## src/rtl/register_bank.sv

```systemverilog
// Parametrised register bank: NUM_REGS loadable registers, an incrementable index register,
// and an output FIFO drained by a valid/ready handshake.

module reg_slot #(
  parameter int WIDTH = 8
) (
  input  logic             clk,
  input  logic             reset,
  input  logic             we,
  input  logic [WIDTH-1:0] wdata,
  input  logic             inc,
  output logic [WIDTH-1:0] q,
  output logic             wrap
);
  always_ff @(posedge clk or posedge reset) begin
    if (reset) begin
      q    <= '0;
      wrap <= 1'b0;
    end else begin
      wrap <= inc && (&q);
      if (we)       q <= wdata;
      else if (inc) q <= q + 1'b1;
    end
  end
endmodule

module register_bank #(
  parameter int WIDTH     = 8,
  parameter int NUM_REGS  = 4,
  parameter int SEL_BITS  = 2,
  parameter int X_INDEX   = 2,
  parameter int OUT_DEPTH = 4
) (
  input  logic                          clk,
  input  logic                          reset,
  input  logic                          load,
  input  logic [SEL_BITS-1:0]           load_sel,
  input  logic [WIDTH-1:0]              dbus,
  input  logic                          inc_x,
  input  logic                          do_out,
  input  logic [SEL_BITS-1:0]           rd_sel,
  output logic [WIDTH-1:0]              rd_data,
  output logic [NUM_REGS*WIDTH-1:0]     regs_flat,
  output logic                          x_wrap,
  output logic [WIDTH-1:0]              out_data,
  output logic                          out_valid,
  input  logic                          out_ready,
  output logic [$clog2(OUT_DEPTH):0]    out_count,
  output logic                          out_overflow
);
  localparam int PW = $clog2(OUT_DEPTH);
  localparam int CW = PW + 1;

  logic [NUM_REGS-1:0][WIDTH-1:0] regs;
  logic [NUM_REGS-1:0]            wrap_v;

  for (genvar i = 0; i < NUM_REGS; i++) begin : g_reg
    logic we, inc;
    assign we  = load && (load_sel == SEL_BITS'(i));
    // a same-cycle load of X takes priority over the increment
    assign inc = (i == X_INDEX) && inc_x && !we;
    reg_slot #(.WIDTH(WIDTH)) u_slot (
      .clk(clk), .reset(reset), .we(we), .wdata(dbus), .inc(inc),
      .q(regs[i]), .wrap(wrap_v[i])
    );
  end

  // only the X slot ever has inc asserted, so the OR is just its strobe
  assign x_wrap    = |wrap_v;
  assign regs_flat = regs;

  always_comb begin
    rd_data = '0;
    if (32'(rd_sel) < NUM_REGS) rd_data = regs[rd_sel];
  end

  logic [OUT_DEPTH-1:0][WIDTH-1:0] mem;
  logic [PW-1:0] wr_ptr, rd_ptr, rd_nxt;
  logic [CW-1:0] count;
  logic          full, pop, push, head_is_new;

  assign rd_nxt    = rd_ptr + 1'b1;
  assign full      = (count == CW'(OUT_DEPTH));
  assign out_valid = (count != '0);
  assign out_count = count;
  assign pop       = out_valid && out_ready;
  assign push      = do_out && (!full || pop);
  // pushed word becomes the head when nothing older remains after this edge
  assign head_is_new = (count == '0) || (pop && count == CW'(1));

  always_ff @(posedge clk or posedge reset) begin
    if (reset) begin
      mem          <= '0;
      wr_ptr       <= '0;
      rd_ptr       <= '0;
      count        <= '0;
      out_data     <= '0;
      out_overflow <= 1'b0;
    end else begin
      if (push) begin
        mem[wr_ptr] <= dbus;
        wr_ptr      <= wr_ptr + 1'b1;
      end
      if (pop) rd_ptr <= rd_nxt;
      if (push && !pop)      count <= count + 1'b1;
      else if (pop && !push) count <= count - 1'b1;
      if (do_out && full && !pop) out_overflow <= 1'b1;
      // registered head; holds its last value once the FIFO drains
      if (push && head_is_new)         out_data <= dbus;
      else if (pop && count > CW'(1))  out_data <= mem[rd_nxt];
    end
  end
endmodule

```

## config.mk

```make
export PLATFORM = sky130hd
export DESIGN_NAME = register_bank
export DESIGN_NICKNAME = d
export VERILOG_FILES = /design/src/rtl/register_bank.sv
export SDC_FILE = /design/constraint.sdc
export NUM_CORES = 1
export LEC_CHECK = 0
export ABC_AREA = 1
export CORE_ASPECT_RATIO = 1.25
export CORE_MARGIN = 8
export CORE_UTILIZATION = 47
export CTS_CLUSTER_DIAMETER = 60
export CTS_CLUSTER_SIZE = 30
export DETAILED_ROUTE_END_ITERATION = 10
export MAX_ROUTING_LAYER = met4
export PLACE_DENSITY = 0.76
export SYNTH_ARGS = -nofsm -noshare
export SYNTH_HDL_FRONTEND = slang
export SYNTH_SLANG_ARGS = --single-unit
export TNS_END_PERCENT = 10
```

## constraint.sdc

```tcl
create_clock -name clk -period 2.2 [get_ports clk]
set_input_delay 0.33 -clock clk [delete_from_list [all_inputs] [get_ports clk]]
set_output_delay 0.33 -clock clk [all_outputs]
set_load 0.02 [all_outputs]
```

==> run_results.csv, run 1 <==
group,metric,value,unit
clock_network,clk_latency,0.35,ns
clock_network,htreeDepth,3,
clock_network,ctsRootBufferMaster,"clkbuf_8",
global_route,grtUsageMet2,31.03,%
detailed_routing,drtIter0Drc,268,
global_route,top_usage_layer,"met2",
detailed_routing,routed_wl,10.79,mm
die,ioPinCount,72,
layout,area_growth,25.97,%
synthesis,yosysSeqAreaShare,50.94,%
sta,rsz0062_at_grt,"no",
global_route,grt_pass1_vias,3486,
die,core_area,8240,sq um
worst_setup_path,r2r_end,"out_count[2]",
worst_setup_path,cp.required,1.87,ns
synthesis,syn_area,3979,sq um
power,powerDensity,1261,nW/um^2
layout,n_antenna_cell,0,
sta,finClkSkew,0.01335,ns
power,total_power,6322,uW
synthesis,syn_avg_cell_area,8.087,sq um
synthesis,syn_nets,520,
global_route,use_met3,3.846,%
sta,setup_viol,0,
die,die_w,98.30,um
placed_design,place.gp.congestion,0.9194,
die,die_area,11680,sq um
sta,tightest_slew,0.5563,ns
sta,hold_viol,0,
global_route,grt_pass1_wl,18.10,mm
detailed_routing,vias,3582,
outcome,status,"finished, final reports clean",
synthesis,ys_types,26,
sta,timing.final.crit_share,93.66,%
global_route,grt_usage,19.90,%
worst_setup_path,cp-start-kind,"primary input",
die,fp-row-count,37,
die,die_h,118.9,um
layout,layout-drive-gt1-share,6.830,%
global_route,antenna_found_initial,0,
sta,fin_crit,2.061,ns
placed_design,dp.final_hpwl,8.008,mm
worst_setup_path,r2r_slack,0.22,ns
detailed_routing,vias_per_cell,5.362,
sta,max_freq,485.3,MHz
worst_hold_path,hold_path.class,"primary input to asynchronous set/reset pin",
die,floorplan.initialDensity,48.28,%
global_route,gr-total-overflow,0,
global_route,grt_max_degree,45,
worst_setup_path,cp_max_fo,6,
worst_setup_path,worstReg2RegStart,"out_count[0]",
clock_network,numClockSinks,81,
flow_run,max_cap_violations,0,
detailed_routing,routedWlPerCell,16.16,um
worst_setup_path,crit_type,"primary input to primary output",
layout,fin_nets,596,
layout,fillerInstances,744,
detailed_routing,drt_first_pass_iters,5,
detailed_routing,ant_nets,0,
worst_setup_path,worstPathArrival,1.73,ns
clock_network,cts.clk_slew.worst_paths,0.08,ns
sta,timing.hold.ws,0.3067,ns
placed_design,io_buffers,71,
power,p_leak,0.002482,uW
sta,maxSlewHeadroom,62.81,%
clock_network,cts_made_buffers,9,
synthesis,yosysWarnings,0,
global_route,grt_use_met1,24.69,%
synthesis,synth_cells,492,
worst_setup_path,end_kind,"primary output",
sta,slew_violations,0,
clock_network,clock_path_buffers,2,
synthesis,ys_seq_elements,81,
power,vdd_drop_max,0.5132,mV
clock_network,cts_tree,"built",
worst_setup_path,reg2reg_depth,10,
detailed_routing,drc,0,
clock_network,post-cts-setup-buffers,0,
## worst max-delay path by stage
| stage | to | from | cells past startpoint | slack [ns] |
|---|---|---|---|---|
| detailed placement | rd_data[5] | rd_sel[1] | 5 | -0.17 |
| global placement | rd_data[7] | rd_sel[0] | 7 | -0.12 |
| global route | out_count[2] | out_count[0] | 10 | 0.05 |
| floorplan | out_count[2] | out_count[0] | 10 | 0.24 |
| CTS | rd_data[5] | rd_sel[0] | 6 | 0.15 |
| finish | rd_data[5] | rd_sel[0] | 6 | 0.14 |
## cell type report
class                           count  area, sq um  share of cell area, %
Clock buffer                       11        151.4                  3.020
Clock inverter                      3        65.06                  1.298
Inverter                           37        142.6                  2.846
Multi-Input combinational cell    360         1724                  34.40
Sequential cell                    81         2027                  40.44
Tap cell                           97        121.4                  2.421
Timing Repair Buffer               79        780.7                  15.58
## flip-flops by register name, summed over array words and instances, names as in the netlist
| signal | cells |
|---|---|
| out_data | 8 |
| rd_ptr | 2 |
| mem | 32 |
| wr_ptr | 2 |
| out_overflow | 1 |
| out_count | 3 |
| g.u_slot.wrap | 1 |
| g.u_slot.q | 32 |
## layout by cell type (no fill, tap or decap)
cell	netlist	layout
nor2_8	1	1
clkdlybuf4s50_1	0	62
nand2_1	180	180
o21ai_1	32	32
ha_1	10	10
nand3_1	28	28
inv_2	1	2
a21oi_1	8	8
dlygate4sd2_1	0	8
buf_4	1	6
inv_1	36	34
nand3b_1	1	1
dfrtp_1	81	81
nor2_1	20	20
clkinvlp_4	0	1
xnor2_1	1	1
o22ai_1	3	3
bufinv_16	0	2
nor4_1	1	1
clkbuf_8	0	11
clkbuf_2	0	1
nor2_2	4	4
buf_12	0	2
o21bai_1	1	1
clkinv_2	0	1
o211ai_1	3	3
nand3_2	2	2
o21ai_0	54	54
xor2_1	5	5
nand2_4	4	4
nand2_2	2	2
## per-layer routing
layer	wire [um]	vias to the layer above
li1	-	1732
met1	4753	1716
met2	5260	112
met3	476	22
met4	302	0
met5	0	-
## where the power goes
part           internal [uW]  switching, uW  total, uW
combinational           1070           1630       2700
clock                    687            508       1200
sequential              2010            410       2420
## worst max-delay path, stage by stage
cell and delay (ns):
clkdlybuf4s50_1 0.49, inv_1 0.11, buf_4 0.17, o21ai_0 0.19, o21ai_0 0.11, dlygate4sd2_1 0.34
## cells in the mapped netlist (all sizes together)
| cell type | n | share of area [%] |
|---|---|---|
| a21oi | 8 | 1.0 |
| buf | 7 | 1.6 |
| clkbuf | 7 | 0.66 |
| dfrtp | 81 | 51 |
| ha | 10 | 3.1 |
| inv | 37 | 3.5 |
| nand2 | 186 | 18 |
| nand3 | 30 | 4.0 |
| nand3b | 1 | 0.19 |
| nor2 | 25 | 3.0 |
| nor4 | 1 | 0.16 |
| o211ai | 3 | 0.57 |
| o21ai | 86 | 11 |
| o21bai | 1 | 0.19 |
| o22ai | 3 | 0.47 |
| xnor2 | 1 | 0.22 |
| xor2 | 5 | 1.1 |
## logic make-up after synthesis
family          share of synthesized area, %
flops                                  50.94
buf+inv                                5.723
xor+xnor                               1.321
simple gates                           25.82
compound gates                         13.05
fa+ha+maj                              3.145
## stage by stage
stage / cell area, sq um / setup TNS [ns] / setup WS (ns) / std cells / util, %
after floorplan: 3983 / 0 / 0.2431 / 492 / -
after global placement: 4811 / -0.7530 / -0.1197 / 654 / 58.38
after detailed placement: 4811 / -0.9765 / -0.1692 / 654 / 58.38
after CTS: 5016 / 0 / 0.1458 / 668 / 60.87
after global routing: 5012 / 0 / 0.04731 / 668 / 60.83
final: 5012 / 0 / 0.1395 / 668 / 60.83
## what timing repair did
action | in CTS | in global routing
hold buffers | 0 | 0
gates resized for setup | 10 | 3
setup endpoints to repair | 9 | 1
Note: power is estimated with default switching activity, not from simulation.
==> run 2: changes to the inputs <==
--- a/config.mk
+++ b/config.mk
@@ -6,7 +6,6 @@
 export NUM_CORES = 1
 export LEC_CHECK = 0
 export ABC_AREA = 1
-export CORE_ASPECT_RATIO = 1.25
 export CORE_MARGIN = 8
 export CORE_UTILIZATION = 47
 export CTS_CLUSTER_DIAMETER = 60
==> run_results.csv, run 2 (same netlist as run 1, synthesis figures left out) <==
group,metric,value,unit
placed_design,dp.final_hpwl,7.439,mm
worst_setup_path,worstPathArrival,1.85,ns
clock_network,cts_hold_buf,0,
clock_network,htreeDepth,3,
clock_network,ctsRootBufferMaster,"clkbuf_8",
sta,timing.final.crit_share,99.22,%
worst_setup_path,cp-start-kind,"primary input",
clock_network,clock_path_buffers,2,
die,floorplan.initialDensity,48.42,%
clock_network,cts.clk_slew.worst_paths,0.08,ns
clock_network,post-cts-setup-buffers,0,
layout,top_regs,"g.u_slot.q (32), mem (32), out_data (8)",
worst_setup_path,cp_slowest_stage_delay,0.52,ns
placed_design,dpl.cell_count,659,
global_route,grt_pass1_vias,3382,
die,die_w,108.0,um
sta,max_freq,458.1,MHz
layout,n_antenna_cell,0,
sta,timing.hold.ws,0.4306,ns
power,vdd_drop_max,0.4956,mV
detailed_routing,drc,0,
placed_design,place.gp.congestion,0.8763,
sta,fin_crit,2.183,ns
worst_setup_path,cp_slowest_cell,"clkdlybuf4s50_1",
worst_setup_path,cp.required,1.87,ns
die,ioPinCount,72,
layout,layout_commonest_cell,"nand2_1",
sta,maxSlewHeadroom,62.46,%
global_route,grt_max_degree,82,
worst_setup_path,cp_max_fo,17,
sta,rsz0062_at_grt,"no",
flow_run,max_cap_violations,0,
placed_design,place_area,4786,sq um
detailed_routing,vias,3557,
clock_network,numClockSinks,81,
power,swShare,39.78,%
detailed_routing,ant_nets,0,
sta,finClkSkew,0.01516,ns
die,die_h,108.0,um
layout,layout-drive-gt1-share,6.491,%
detailed_routing,drt_first_pass_iters,7,
sta,hold_viol,0,
sta,setup_viol,0,
power,p_switching,2557,uW
placed_design,io_buffers,71,
detailed_routing,routedWlPerCell,15.52,um
worst_setup_path,path_cells,"clkdlybuf4s50_1, inv_2, buf_4, o21ai_0, o21ai_0, dlygate4sd2_1",
layout,final_cell_area,5026,sq um
worst_hold_path,hold_path.class,"primary input to asynchronous set/reset pin",
sta,tightest_slew,0.5615,ns
worst_setup_path,r2r_slack,0.25,ns
worst_setup_path,crit_type,"primary input to primary output",
layout,fin_util,61.17,%
power,p_leak,0.002484,uW
layout,layout_common_cells,"nand2_1, dfrtp_1, clkdlybuf4s50_1, o21ai_0, inv_1",
power,intPower,3871,uW
die,die_area,11670,sq um
layout,fillerInstances,710,
layout,stdcell_count,675,
worst_setup_path,end_kind,"primary output",
clock_network,cts_made_buffers,9,
power,p_clk_share,20.6,%
power,powerDensity,1279,nW/um^2
layout,fin_nets,593,
clock_network,clk_latency,0.36,ns
global_route,antenna_found_initial,0,
global_route,grt_usage,19.11,%
power,p_comb_share,42.1,%
worst_setup_path,cpMostUsedCell,"o21ai_0",
die,fp-row-count,33,
sta,slew_violations,0,
detailed_routing,routed_wl,10.47,mm
power,pwr-share-seq,37.3,%
detailed_routing,vias_per_cell,5.270,
global_route,grt_pass1_wl,17.18,mm
global_route,gr-total-overflow,0,
outcome,status,"finished, final reports clean",
die,core_area,8217,sq um
layout,area_growth,26.32,%
detailed_routing,drtIter0Drc,271,
clock_network,cts_tree,"built",
==> run 2: final timing paths <==
kind,from,endpoint,depth (start not counted)
max,rd_sel[0],rd_data[3],6
min,reset,g_reg[0].u_slot.q[6],3
max reg2reg,out_count[1],out_count[2],10
min reg2reg,mem[20],mem[20],2
max in group asynchronous,reset,mem[18],3
min in group clk,mem[20],mem[20],2
==> run 2: repair_timing <==
item,in CTS,in global routing
gates resized for setup,9,2
endpoints found under the setup margin,8,2
endpoints found under the hold margin,0,0
==> run 2: final cells by class <==
cell class,instances,area [sq um],share of cell area (%)
clock buffers,11,141.4,2.813
clock inverters,5,102.6,2.041
inverters,37,142.6,2.838
multi-input cells,360,1724,34.30
flip-flops and latches,81,2027,40.33
well taps,105,131.4,2.614
repair buffers,76,757.0,15.06
==> run 2: critical path, delay by kind of cell <==
kind	cells	cell delay, ns
AO/OA/AOI/OAI	2	0.34
buffers and inverters	4	1.18
==> run 2: power by group through the flow <==
| stage | Sequential (uW) | Clock [uW] | Combinational, uW |
|---|---|---|---|
| CTS | 2390 | 1330 | 2720 |
| floorplan | 2580 | 0 | 1600 |
| global route | 2470 | 1390 | 3060 |
| finish | 2400 | 1330 | 2710 |
| detailed placement | 2420 | 0 | 2710 |
| global placement | 2400 | 0 | 2640 |
==> run 2: stage by stage <==
step | TNS, ns | power [uW] | setup WS (ns)
finish | 0 | 6428 | 0.01718
global route | 0 | 6913 | 0.03192
CTS | -0.1059 | 6444 | -0.1059
detailed placement | -1.743 | 5124 | -0.3637
global placement | -1.406 | 5042 | -0.2618
floorplan | 0 | 4178 | 0.2431
==> run 2: routing by layer <==
metal	wire length, um	global-route usage (%)
met1	4737	25.48
met2	4646	27.16
met3	787	3.272
met4	303	10.21
met5	0	-
